## config.mk

```make
export PLATFORM = sky130hd
export DESIGN_NAME = mdu_seq
export DESIGN_NICKNAME = d
export VERILOG_FILES = /design/src/rtl/mdu_pkg.sv /design/src/rtl/mdu_sign_fix.sv /design/src/rtl/mdu_seq.sv
export SDC_FILE = /design/constraint.sdc
export NUM_CORES = 1
export LEC_CHECK = 0
export ABC_AREA = 1
export CAP_MARGIN = 20
export CORE_ASPECT_RATIO = 1.4
export CORE_MARGIN = 3
export CORE_UTILIZATION = 50
export CTS_CLUSTER_SIZE = 28
export DETAILED_ROUTE_END_ITERATION = 10
export GPL_ROUTABILITY_DRIVEN = 0
export PLACE_DENSITY_LB_ADDON = 0.05
export RECOVER_POWER = 50
export SLEW_MARGIN = 20
export SYNTH_ARGS = -nofsm -noshare
export SYNTH_HDL_FRONTEND = slang
export SYNTH_SLANG_ARGS = --single-unit
```

## constraint.sdc

```tcl
create_clock -name clk -period 10.7 [get_ports clk]
set_input_delay 2.14 -clock clk [delete_from_list [all_inputs] [get_ports clk]]
set_output_delay 2.14 -clock clk [all_outputs]
set_load 0.005 [all_outputs]
```

## src/rtl/mdu_pkg.sv

```systemverilog
// -----------------------------------------------------------------------------
// mdu_pkg
// Shared types and helpers for the iterative multiply/divide sequencer.
//   mdu_op_e      : operation code as driven on mdu_seq.op
//   mdu_state_e   : sequencer states (IDLE -> RUN -> FIX -> IDLE)
//   mdu_cnt_width : iteration-counter width for a given operand width
// -----------------------------------------------------------------------------
package mdu_pkg;

  localparam int MDU_WIDTH = 32;

  typedef enum logic [1:0] {
    MDU_MULT  = 2'b00,
    MDU_MULTU = 2'b01,
    MDU_DIV   = 2'b10,
    MDU_DIVU  = 2'b11
  } mdu_op_e;

  typedef enum logic [1:0] {
    S_IDLE = 2'd0,
    S_RUN  = 2'd1,
    S_FIX  = 2'd2
  } mdu_state_e;

  // Counter must be able to hold 0..width.
  function automatic int mdu_cnt_width(input int width);
    return $clog2(width + 1);
  endfunction

  localparam int MDU_CNT_W = mdu_cnt_width(MDU_WIDTH);

  function automatic logic mdu_is_mul(input mdu_op_e op);
    return (op == MDU_MULT) || (op == MDU_MULTU);
  endfunction

  function automatic logic mdu_is_signed(input mdu_op_e op);
    return (op == MDU_MULT) || (op == MDU_DIV);
  endfunction

endpackage

```

## src/rtl/mdu_sign_fix.sv

```systemverilog
// -----------------------------------------------------------------------------
// mdu_sign_fix
// Combinational two's-complement conditioner for a pair of WIDTH-bit words.
//   joined = 0 : in_hi and in_lo are independent words; each is negated when
//                its own neg_* flag is set (operand magnitudes, quotient and
//                remainder fix-up).
//   joined = 1 : {in_hi, in_lo} is one 2*WIDTH value, negated as a whole when
//                neg_lo is set (product fix-up); neg_hi is ignored.
// Ports:
//   in_hi, in_lo   : input words
//   neg_hi, neg_lo : negate requests
//   joined         : treat the pair as a single double-width value
//   out_hi, out_lo : conditioned words
// -----------------------------------------------------------------------------
module mdu_sign_fix
  import mdu_pkg::*;
#(
  parameter int WIDTH = MDU_WIDTH
) (
  input  logic [WIDTH-1:0] in_hi,
  input  logic [WIDTH-1:0] in_lo,
  input  logic             neg_hi,
  input  logic             neg_lo,
  input  logic             joined,
  output logic [WIDTH-1:0] out_hi,
  output logic [WIDTH-1:0] out_lo
);

  logic lo_zero;
  logic hi_neg;
  logic hi_inc;

  always_comb begin
    lo_zero = (in_lo == '0);
    // A double-width negate is ~{hi,lo}+1: the +1 only ripples into the
    // upper word when the lower word is zero.
    hi_neg  = joined ? neg_lo : neg_hi;
    hi_inc  = joined ? lo_zero : 1'b1;
    out_lo  = neg_lo ? (~in_lo + WIDTH'(1)) : in_lo;
    out_hi  = hi_neg ? (~in_hi + WIDTH'(hi_inc)) : in_hi;
  end

endmodule

```

## src/rtl/mdu_seq.sv

```systemverilog
// -----------------------------------------------------------------------------
// mdu_seq
// Iterative multiply/divide sequencer owning the HI/LO registers.
// MULT/MULTU use shift-add on operand magnitudes, DIV/DIVU use restoring
// division on magnitudes; signs are applied in the FIX state.
//
// Parameters:
//   WIDTH : operand width (even, >= 4); hi/lo are WIDTH bits each
// Ports:
//   clk, reset     : rising-edge clock, asynchronous active-high reset
//   start, op, a, b: launch request (sampled only in IDLE), opcode, operands
//   hi_we, lo_we,
//   wdata          : MTHI/MTLO writes, honoured only when not busy
//   busy           : operation in progress (RUN or FIX)
//   done           : one-cycle pulse, hi/lo hold the new result
//   hi, lo         : architectural HI/LO registers
//
// Build option:
//   MDU_EARLY_TERM_EN : multiplies leave RUN once the remaining multiplier
//                       bits are all zero (at least one RUN cycle).
// -----------------------------------------------------------------------------
module mdu_seq
  import mdu_pkg::*;
#(
  parameter int WIDTH = MDU_WIDTH
) (
  input  logic             clk,
  input  logic             reset,
  input  logic             start,
  input  logic [1:0]       op,
  input  logic [WIDTH-1:0] a,
  input  logic [WIDTH-1:0] b,
  input  logic             hi_we,
  input  logic             lo_we,
  input  logic [WIDTH-1:0] wdata,
  output logic             busy,
  output logic             done,
  output logic [WIDTH-1:0] hi,
  output logic [WIDTH-1:0] lo
);

  localparam int CW = mdu_cnt_width(WIDTH);
  localparam int W2 = 2 * WIDTH;

  mdu_state_e       state;
  mdu_state_e       state_nxt;
  logic [CW-1:0]    cnt;

  // Working registers, shared between the two algorithms:
  //   multiply: acc = running product, opa = multiplicand shifted left,
  //             opb = remaining multiplier bits shifted right
  //   divide  : acc = {remainder, quotient/dividend}, opa[WIDTH-1:0] = divisor
  logic [W2-1:0]    acc;
  logic [W2-1:0]    opa;
  logic [WIDTH-1:0] opb;

  logic             is_mul_q;
  logic             neg_a_q;
  logic             neg_b_q;
  logic             div_zero_q;
  logic             done_q;
  logic [WIDTH-1:0] hi_q;
  logic [WIDTH-1:0] lo_q;

  // Control strobes from the output decoder.
  logic             launch;
  logic             step;
  logic             fix;
  logic             last_iter;

  // ---------------------------------------------------------------------------
  // Operand decode and magnitude extraction
  // ---------------------------------------------------------------------------
  mdu_op_e          op_e;
  logic             op_mul;
  logic             op_signed;
  logic [WIDTH-1:0] a_mag;
  logic [WIDTH-1:0] b_mag;

  assign op_e      = mdu_op_e'(op);
  assign op_mul    = mdu_is_mul(op_e);
  assign op_signed = mdu_is_signed(op_e);

  mdu_sign_fix #(.WIDTH(WIDTH)) u_abs (
    .in_hi  (a),
    .in_lo  (b),
    .neg_hi (op_signed & a[WIDTH-1]),
    .neg_lo (op_signed & b[WIDTH-1]),
    .joined (1'b0),
    .out_hi (a_mag),
    .out_lo (b_mag)
  );

  // ---------------------------------------------------------------------------
  // Result sign fix-up (used in FIX)
  // ---------------------------------------------------------------------------
  logic             res_neg_lo;
  logic [WIDTH-1:0] res_hi;
  logic [WIDTH-1:0] res_lo;

  // Divide by zero keeps the all-ones quotient regardless of signs; the
  // remainder path still restores the dividend's sign so hi ends up equal to a.
  assign res_neg_lo = (neg_a_q ^ neg_b_q) & (is_mul_q | ~div_zero_q);

  mdu_sign_fix #(.WIDTH(WIDTH)) u_fix (
    .in_hi  (acc[W2-1:WIDTH]),
    .in_lo  (acc[WIDTH-1:0]),
    .neg_hi (neg_a_q),
    .neg_lo (res_neg_lo),
    .joined (is_mul_q),
    .out_hi (res_hi),
    .out_lo (res_lo)
  );

  // ---------------------------------------------------------------------------
  // One iteration of each algorithm
  // ---------------------------------------------------------------------------
  logic [W2-1:0]    mul_acc_nxt;
  logic [W2-1:0]    div_acc_nxt;
  logic [WIDTH:0]   div_shift;
  logic [WIDTH:0]   div_diff;
  logic             div_ge;

  always_comb begin
    mul_acc_nxt = opb[0] ? (acc + opa) : acc;

    // Shift the next dividend bit into the partial remainder and trial-subtract.
    // The remainder stays below the divisor, so WIDTH+1 bits suffice and bit
    // WIDTH of the difference is the borrow.
    div_shift   = {acc[W2-1:WIDTH], acc[WIDTH-1]};
    div_diff    = div_shift - {1'b0, opa[WIDTH-1:0]};
    div_ge      = ~div_diff[WIDTH];
    div_acc_nxt = {(div_ge ? div_diff[WIDTH-1:0] : div_shift[WIDTH-1:0]),
                   acc[WIDTH-2:0], div_ge};
  end

`ifdef MDU_EARLY_TERM_EN
  // Multiplies stop once no set multiplier bits remain after this iteration.
  assign last_iter = (cnt == CW'(WIDTH - 1)) |
                     (is_mul_q & (opb[WIDTH-1:1] == '0));
`else
  assign last_iter = (cnt == CW'(WIDTH - 1));
`endif

  // ---------------------------------------------------------------------------
  // FSM: state register
  // ---------------------------------------------------------------------------
  // NOTE: clocked state uses non-blocking assignments so every register
  // samples pre-edge values regardless of block evaluation order.
  always_ff @(posedge clk or posedge reset) begin
    if (reset) state <= S_IDLE;
    else       state <= state_nxt;
  end

  // ---------------------------------------------------------------------------
  // FSM: next-state logic
  // ---------------------------------------------------------------------------
  // NOTE: the default assignment at the top of the block keeps every path
  // assigned, so no latch is inferred.
  always_comb begin
    state_nxt = state;
    unique case (state)
      S_IDLE:  if (start) state_nxt = S_RUN;
      S_RUN:   if (last_iter) state_nxt = S_FIX;
      S_FIX:   state_nxt = S_IDLE;
      default: state_nxt = S_IDLE;
    endcase
  end

  // ---------------------------------------------------------------------------
  // FSM: output decode
  // ---------------------------------------------------------------------------
  always_comb begin
    busy   = (state != S_IDLE);
    launch = (state == S_IDLE) & start;
    step   = (state == S_RUN);
    fix    = (state == S_FIX);
  end

  // ---------------------------------------------------------------------------
  // Datapath and architectural registers
  // ---------------------------------------------------------------------------
  // NOTE: every register here, working ones included, is reset so an aborted
  // operation leaves nothing behind; there is no memory array to exempt.
  always_ff @(posedge clk or posedge reset) begin
    if (reset) begin
      cnt        <= '0;
      acc        <= '0;
      opa        <= '0;
      opb        <= '0;
      is_mul_q   <= 1'b0;
      neg_a_q    <= 1'b0;
      neg_b_q    <= 1'b0;
      div_zero_q <= 1'b0;
      done_q     <= 1'b0;
      hi_q       <= '0;
      lo_q       <= '0;
    end else begin
      done_q <= fix;

      if (launch) begin
        cnt        <= '0;
        is_mul_q   <= op_mul;
        neg_a_q    <= op_signed & a[WIDTH-1];
        neg_b_q    <= op_signed & b[WIDTH-1];
        div_zero_q <= (b == '0);
        acc        <= op_mul ? '0 : {{WIDTH{1'b0}}, a_mag};
        opa        <= {{WIDTH{1'b0}}, (op_mul ? a_mag : b_mag)};
        opb        <= b_mag;
      end else if (step) begin
        cnt <= cnt + CW'(1);
        opb <= opb >> 1;
        if (is_mul_q) begin
          acc <= mul_acc_nxt;
          opa <= opa << 1;
        end else begin
          acc <= div_acc_nxt;
        end
      end

      // MTHI/MTLO only while idle; a launch in the same cycle still writes,
      // and the operation overwrites both registers when it completes.
      if (fix) begin
        hi_q <= res_hi;
        lo_q <= res_lo;
      end else if (state == S_IDLE) begin
        if (hi_we) hi_q <= wdata;
        if (lo_we) lo_q <= wdata;
      end
    end
  end

  assign done = done_q;
  assign hi   = hi_q;
  assign lo   = lo_q;

endmodule

```

==> impl_metrics.prom, run 1 <==
# TYPE chip_impl_metric gauge
chip_impl_info{name="status",value="complete, but fails checks"} 1
chip_impl_info{name="failing_checks",value="capacitance limit, slew limit"} 1
chip_impl_info{name="worstSetupPathType",value="input port to register"} 1
chip_impl_info{name="synth_top_area_cell",value="dfrtp_1"} 1
chip_impl_metric{name="number_of_top_level_pins",unit=""} 169
chip_impl_metric{name="routed_wl",unit="mm"} 95.2
chip_impl_metric{name="globalRouteOverflowTotal",unit=""} 0
chip_impl_metric{name="post_synth_inst_count",unit=""} 3987
chip_impl_info{name="tritoncts_clock_tree",value="yes"} 1
chip_impl_metric{name="placed_area",unit="sq um"} 25400
chip_impl_metric{name="cts.sinks",unit=""} 237
chip_impl_metric{name="floorplan.die.width",unit="microns"} 188
chip_impl_metric{name="synth_top_cell_area_share",unit="%"} 25.5
chip_impl_metric{name="total_leakage_power",unit="nW"} 14.2
chip_impl_metric{name="yosys_register_bits",unit=""} 237
chip_impl_metric{name="final_layout_size_suffix_gt1_share",unit="%"} 3.15
chip_impl_info{name="grt_setup_unrepaired",value="false"} 1
chip_impl_info{name="layout.cells.most_common_list",value="nand2_1 (1360), inv_1 (717), nor2_1 (396), nand3_1 (336), dfrtp_1 (237)"} 1
chip_impl_info{name="critical_path.endpoint_type",value="register"} 1
chip_impl_info{name="critical_path.startpoint",value="start"} 1
chip_impl_metric{name="synth_cell_type_count",unit=""} 54
chip_impl_metric{name="post_cts_buffers",unit=""} 0
chip_impl_metric{name="hold_buffers",unit=""} 0
chip_impl_metric{name="clock_tree.buffer_depth",unit=""} 3
chip_impl_metric{name="synth_nets",unit=""} 4193
chip_impl_metric{name="synthesis.area_per_instance",unit="sq um"} 5.84
chip_impl_metric{name="min_delay_path_depth",unit=""} 2
chip_impl_info{name="synth_top_cells_by_area",value="dfrtp_1 (25%), nand2_1 (22%), inv_1 (12%)"} 1
chip_impl_metric{name="cts.reportedPaths.clkPinSlew",unit="ns"} 0.07
chip_impl_info{name="critPathLaunchType",value="input port"} 1
chip_impl_metric{name="finalInstanceArea",unit="sq um"} 26400
chip_impl_metric{name="post-route-drc-count",unit=""} 0
chip_impl_metric{name="detail_placement_hpwl",unit="mm"} 76.0
chip_impl_metric{name="synthesis.area",unit="sq um"} 23300
chip_impl_metric{name="maximum_number_of_pins_on_one_net_before_global_route_repair",unit=""} 101
chip_impl_metric{name="ys.warnings.count",unit=""} 0
chip_impl_metric{name="worstRegToRegCells",unit=""} 9
chip_impl_metric{name="layout.nets",unit=""} 4308
chip_impl_metric{name="core_region_area",unit="sq um"} 45500
chip_impl_metric{name="postCtsResizedCells",unit=""} 0
chip_impl_metric{name="numPortBuffers",unit=""} 168
chip_impl_metric{name="track_usage",unit="%"} 38.2
chip_impl_metric{name="detail_route.vias_per_cell",unit=""} 5.52
chip_impl_metric{name="drt-initial-drc-count",unit=""} 2754
chip_impl_metric{name="hold_slack_final",unit="ns"} 0.494
chip_impl_metric{name="final-hold-violation-count",unit=""} 0
chip_impl_metric{name="period_needed",unit="ns"} 7.51
chip_impl_metric{name="timing.critical_path.arrival",unit="ns"} 7.92
chip_impl_metric{name="worstPathMaxFanout",unit=""} 51
chip_impl_metric{name="clk_latency",unit="ns"} 0.59
chip_impl_metric{name="max_cap_violations",unit=""} 6
chip_impl_metric{name="ctsHtreeMaxLevel",unit=""} 1
chip_impl_metric{name="report.power.total",unit="mW"} 10.0
chip_impl_metric{name="ff_latch_area",unit="sq um"} 5930
chip_impl_metric{name="drtAntennaViolNets",unit=""} 0
chip_impl_metric{name="timing.final.crit_share",unit="%"} 70.2
chip_impl_metric{name="fp.dieH",unit="microns"} 261
chip_impl_metric{name="route.vias.total",unit=""} 26148
chip_impl_metric{name="number_of_global_route_vias_before_repair",unit=""} 24624
chip_impl_metric{name="final-setup-viol-count",unit=""} 0
chip_impl_metric{name="initial_utilization",unit="%"} 51.2
chip_impl_metric{name="die_area",unit="sq um"} 49200
chip_impl_metric{name="relSlewSlack",unit="%"} -222
chip_impl_metric{name="num-fill-cells",unit=""} 4774
chip_impl_metric{name="report.final.slew_viol_count",unit=""} 356
chip_impl_metric{name="drt-wirelength-per-cell",unit="microns"} 20.1
chip_impl_metric{name="multi_input_comb_area",unit="sq um"} 14100
chip_impl_metric{name="placed_cells",unit=""} 4681
chip_impl_metric{name="irDropWorstVdd",unit="mV"} 0.189
chip_impl_metric{name="number_of_rows_created_at_floorplan",unit=""} 92
chip_impl_info{name="root_buffer",value="clkbuf_16"} 1
chip_impl_info{name="mostFrequentLayoutCell",value="nand2_1"} 1
chip_impl_metric{name="wire_length_of_the_first_global_routing_pass",unit="mm"} 143
chip_impl_info{name="min_path_type",value="register to register"} 1
chip_impl_metric{name="achievable-frequency",unit="MHz"} 133
chip_impl_info{name="worstReg2RegStart",value="state[1]$_DFFE_PP0P_"} 1
chip_impl_metric{name="synth.yosys.seq_area_share",unit="%"} 25.5
chip_impl_metric{name="tritoncts.num_buffers",unit=""} 29
chip_impl_metric{name="layout_area_growth_over_synthesis",unit="%"} 13.6
chip_impl_metric{name="power.density_cell_area",unit="nW/um^2"} 379
chip_impl_info{name="holdCritStartpoint",value="opb[31]$_DFFE_PP0P_"} 1
chip_impl_metric{name="finalClockSkew",unit="ns"} 0.0359
chip_impl_metric{name="dr.pass1.iters",unit=""} 7
chip_impl_metric{name="required",unit="ns"} 11.12
chip_impl_metric{name="timing_worst_slew_pin_value",unit="ns"} 4.80
chip_impl_metric{name="antenna_violations_before_repair",unit=""} 1
chip_impl_metric{name="setup_total_negative_slack",unit="ns"} 0
chip_impl_metric{name="stdcell_count",unit=""} 4736
## cells in the mapped netlist (all sizes together)
cell and n:
o31ai 1, and3 2, inv 726, nand3b 14, fa 2, o22ai 36
a22o 1, o221ai 2, o211ai 14, o21bai 4, a21oi 167, buf 46
a221oi 3, nor4 4, clkbuf 59, a21o 2, nor3b 1, a32oi 7
nand2 1380, a41oi 1, o21ai 149, a22oi 37, nand4 38, xnor2 14
o41ai 1, a2bb2oi 1, or2 8, a211oi 1, a31oi 54, ha 101
dfrtp 237, nor3 35, nor2b 1, nand3 338, clkinv 4, and2 4
nor2 412, a221o 1, xor2 79
## metal layers
layer | part of all wire, % | track usage (%) | vias up
met2 | 46 | 64.3 | 1245
li1 | - | - | 12753
met3 | 7.5 | 4.95 | 374
met5 | 0 | 0 | -
met4 | 9.9 | 30.3 | 0
met1 | 37 | 43.8 | 11776
## power breakdown
group	switching [mW]	total [mW]	internal (mW)
Combinational	4.67	6.91	2.24
Sequential	0.687	2.03	1.34
Clock	0.445	1.08	0.635
Total	5.80	10.0	4.22
## critical path, cell delays in order
cell and delay (ns):
dlygate4sd3_1 0.52, nand2_1 0.05, clkbuf_1 0.79, nand2_2 0.28, clkbuf_1 1.83, clkinv_1 1.58, a21oi_1 0.53, a32oi_1 0.15
## cell type report
cell class / count / area share (%)
Clock inverter: 20 / 0.970
Multi-Input combinational cell: 2915 / 53.5
Tap cell: 611 / 2.89
Timing Repair Buffer: 189 / 6.94
Clock buffer: 33 / 2.88
Inverter: 730 / 10.4
Antenna cell: 1 / 0.00947
Sequential cell: 237 / 22.4
## logic make-up after synthesis
group           Yosys count  share of synthesized area [%]
xor+xnor                 93                           3.50
flops                   237                           25.5
fa+ha+maj               103                           5.60
buf+inv                 835                           13.9
simple gates           2237                           39.7
compound gates          482                           11.8
## state kept, by name (all words and copies together), names as in the netlist
name,cells
cnt,6
opa,64
is_mul_q,1
opb,32
done,1
hi,32
neg_b_q,1
state,2
acc,64
div_zero_q,1
neg_a_q,1
lo,32
## path summary, 6_finish.rpt
| check | end | slack [ns] |
|---|---|---|
| worst max-delay path | opa[1]$_DFFE_PP0P_ | 3.19 |
| worst min-delay path | opb[31]$_DFFE_PP0P_ | 0.49 |
| max in group asynchronous | opb[8]$_DFFE_PP0P_ | 4.75 |
| worst max register to register | opa[1]$_DFFE_PP0P_ | 3.86 |
| worst min register to register | opb[31]$_DFFE_PP0P_ | 0.49 |
| min in group asynchronous | lo[21]$_DFFE_PP0P_ | 3.47 |
## through the flow
stage / utilization (%) / worst slack, ns
global placement: 55.9 / 4.94
floorplan: - / 2.06
detailed placement: 55.9 / 4.85
global route: 58.1 / 2.89
CTS: 58.2 / 5.46
finish: 58.1 / 3.19
Power figures use the tool's default switching activity.
==> run 2, diff against run 1 <==
clock period = 6.9 ns   (was 10.7 ns; I/O delays follow)
==> impl_metrics.prom, run 2 (synthesis results as in run 1) <==
# TYPE chip_impl_metric gauge
chip_impl_metric{name="layout.nets",unit=""} 4311
chip_impl_metric{name="final-setup-viol-count",unit=""} 0
chip_impl_metric{name="route.vias.total",unit=""} 26074
chip_impl_info{name="min_path_type",value="register to register"} 1
chip_impl_metric{name="period_needed",unit="ns"} 5.13
chip_impl_info{name="grt_setup_unrepaired",value="false"} 1
chip_impl_metric{name="core_region_area",unit="sq um"} 45500
chip_impl_metric{name="fp.dieH",unit="microns"} 261
chip_impl_metric{name="drt-wirelength-per-cell",unit="microns"} 20.1
chip_impl_info{name="layout.cells.most_common_list",value="nand2_1 (1360), inv_1 (718), nor2_1 (395), nand3_1 (336), dfrtp_1 (237)"} 1
chip_impl_metric{name="number_of_top_level_pins",unit=""} 169
chip_impl_metric{name="report.final.slew_viol_count",unit=""} 209
chip_impl_info{name="failing_checks",value="capacitance limit, slew limit"} 1
chip_impl_metric{name="routed_wl",unit="mm"} 95.2
chip_impl_metric{name="power.density_cell_area",unit="nW/um^2"} 587
chip_impl_metric{name="highest_cell_delay_on_the_worst_timing_path",unit="ns"} 1.31
chip_impl_metric{name="final_layout_size_suffix_gt1_share",unit="%"} 3.13
chip_impl_info{name="root_buffer",value="clkbuf_16"} 1
chip_impl_metric{name="cts.reportedPaths.clkPinSlew",unit="ns"} 0.07
chip_impl_info{name="worstSetupPathType",value="register to register"} 1
chip_impl_metric{name="layout_area_growth_over_synthesis",unit="%"} 13.2
chip_impl_info{name="timing.critical_path.cells",value="inv_1 > nor2_2 > clkbuf_1 > nand2_1 > clkbuf_1 > nand2_2 > clkinv_1 > a21oi_1 > a32oi_1"} 1
chip_impl_metric{name="number_of_global_route_vias_before_repair",unit=""} 24301
chip_impl_metric{name="maximum_number_of_pins_on_one_net_before_global_route_repair",unit=""} 160
chip_impl_info{name="cpMostUsedCell",value="clkbuf_1"} 1
chip_impl_metric{name="detail_placement_hpwl",unit="mm"} 76.0
chip_impl_metric{name="timing.final.crit_share",unit="%"} 74.4
chip_impl_metric{name="report.power.total",unit="mW"} 15.5
chip_impl_metric{name="track_usage",unit="%"} 38.2
chip_impl_metric{name="max_cap_violations",unit=""} 4
chip_impl_info{name="reg_top3",value="acc x64, opa x64"} 1
chip_impl_metric{name="setup_total_negative_slack",unit="ns"} 0
chip_impl_metric{name="detail_route.vias_per_cell",unit=""} 5.51
chip_impl_metric{name="floorplan.die.width",unit="microns"} 188
chip_impl_metric{name="drt-initial-drc-count",unit=""} 2684
chip_impl_metric{name="required",unit="ns"} 7.32
chip_impl_metric{name="hold_buffers",unit=""} 0
chip_impl_metric{name="numPortBuffers",unit=""} 168
chip_impl_info{name="tritoncts_clock_tree",value="yes"} 1
chip_impl_metric{name="post-route-drc-count",unit=""} 0
chip_impl_metric{name="finalClockSkew",unit="ns"} 0.0127
chip_impl_metric{name="relSlewSlack",unit="%"} -126
chip_impl_info{name="critical_path.endpoint_type",value="register"} 1
chip_impl_metric{name="timing_worst_slew_pin_value",unit="ns"} 3.38
chip_impl_metric{name="number_of_rows_created_at_floorplan",unit=""} 92
chip_impl_metric{name="drtAntennaViolNets",unit=""} 0
chip_impl_metric{name="final-hold-violation-count",unit=""} 0
chip_impl_metric{name="achievable-frequency",unit="MHz"} 195
chip_impl_metric{name="initial_utilization",unit="%"} 51.2
chip_impl_info{name="critPathLaunchType",value="register"} 1
chip_impl_metric{name="irDropWorstVdd",unit="mV"} 0.302
chip_impl_metric{name="globalRouteOverflowTotal",unit=""} 0
chip_impl_metric{name="antenna_violations_before_repair",unit=""} 0
chip_impl_metric{name="worstPathMaxFanout",unit=""} 52
chip_impl_info{name="status",value="complete, but fails checks"} 1
chip_impl_metric{name="timing.critical_path.arrival",unit="ns"} 5.56
chip_impl_metric{name="die_area",unit="sq um"} 49200
chip_impl_metric{name="antenna-diode-count",unit=""} 0
chip_impl_metric{name="hold_slack_final",unit="ns"} 0.498
chip_impl_metric{name="cts.sinks",unit=""} 237
chip_impl_info{name="mostFrequentLayoutCell",value="nand2_1"} 1
chip_impl_metric{name="ctsHtreeMaxLevel",unit=""} 1
chip_impl_metric{name="total_leakage_power",unit="nW"} 14.2
chip_impl_metric{name="tritoncts.num_buffers",unit=""} 27
chip_impl_metric{name="clk_latency",unit="ns"} 0.57
chip_impl_info{name="critPathSlowestCell",value="clkbuf_1"} 1
chip_impl_metric{name="wire_length_of_the_first_global_routing_pass",unit="mm"} 144
chip_impl_metric{name="dr.pass1.iters",unit=""} 6
chip_impl_metric{name="post_cts_buffers",unit=""} 0
chip_impl_metric{name="postCtsResizedCells",unit=""} 0
chip_impl_metric{name="clock_tree.buffer_depth",unit=""} 3
-- run 2: report_power, final --
group          switching [mW]  internal, mW
sequential               1.13          2.08
clock                   0.643         0.858
combinational            7.23          3.55
total                    9.00          6.48
-- run 2: critical path: cells and delay by family (launching register included) --
kind            cells  cell delay, ns
simple gates        3            0.55
compound gates      2            0.58
flops               1            0.44
buf+inv             4            3.40
-- run 2: cell type report --
| class | instances | area (sq um) |
|---|---|---|
| Multi-Input combinational cell | 2915 | 14200 |
| Sequential cell | 237 | 5930 |
| Clock buffer | 38 | 777 |
| Inverter | 730 | 2740 |
| Fill cell | 4725 | 19100 |
| Clock inverter | 10 | 115 |
| Timing Repair Buffer | 194 | 1870 |
| Tap cell | 611 | 764 |
-- run 2: layer usage --
layer  GRT usage (%)  share of wire, %
met4            31.5                10
met5               0                 0
met3            4.10               6.9
met2            62.4                45
met1            45.4                38
-- run 2: path summary, 6_finish.rpt --
path | startpoint | to | slack [ns] | depth (start not counted)
worst max-delay path | state[0]$_DFFE_PP0P_ | opa[4]$_DFFE_PP0P_ | 1.77 | 9
worst min-delay path | hi[12]$_DFFE_PP0P_ | hi[12]$_DFFE_PP0P_ | 0.50 | 2
worst max register to register | state[0]$_DFFE_PP0P_ | opa[4]$_DFFE_PP0P_ | 1.77 | 9
worst min register to register | hi[12]$_DFFE_PP0P_ | hi[12]$_DFFE_PP0P_ | 0.50 | 2
max in group asynchronous | reset | acc[50]$_DFFE_PP0P_ | 1.84 | 3
min in group asynchronous | reset | lo[21]$_DFFE_PP0P_ | 1.40 | 2
-- run 2: metrics by stage --
| step | worst slack (ns) | std cells | area (sq um) | util [%] |
|---|---|---|---|---|
| 2_1_floorplan | 2.41 | 3987 | 23300 | - |
| 3_3_place_gp | 2.27 | 4687 | 25500 | 56.0 |
| 3_5_place_dp | 2.21 | 4687 | 25500 | 56.0 |
| 4_1_cts | 2.76 | 4735 | 26400 | 58.0 |
| 5_1_grt | 1.21 | 4735 | 26400 | 58.0 |
| 6_report | 1.77 | 4735 | 26400 | 58.0 |
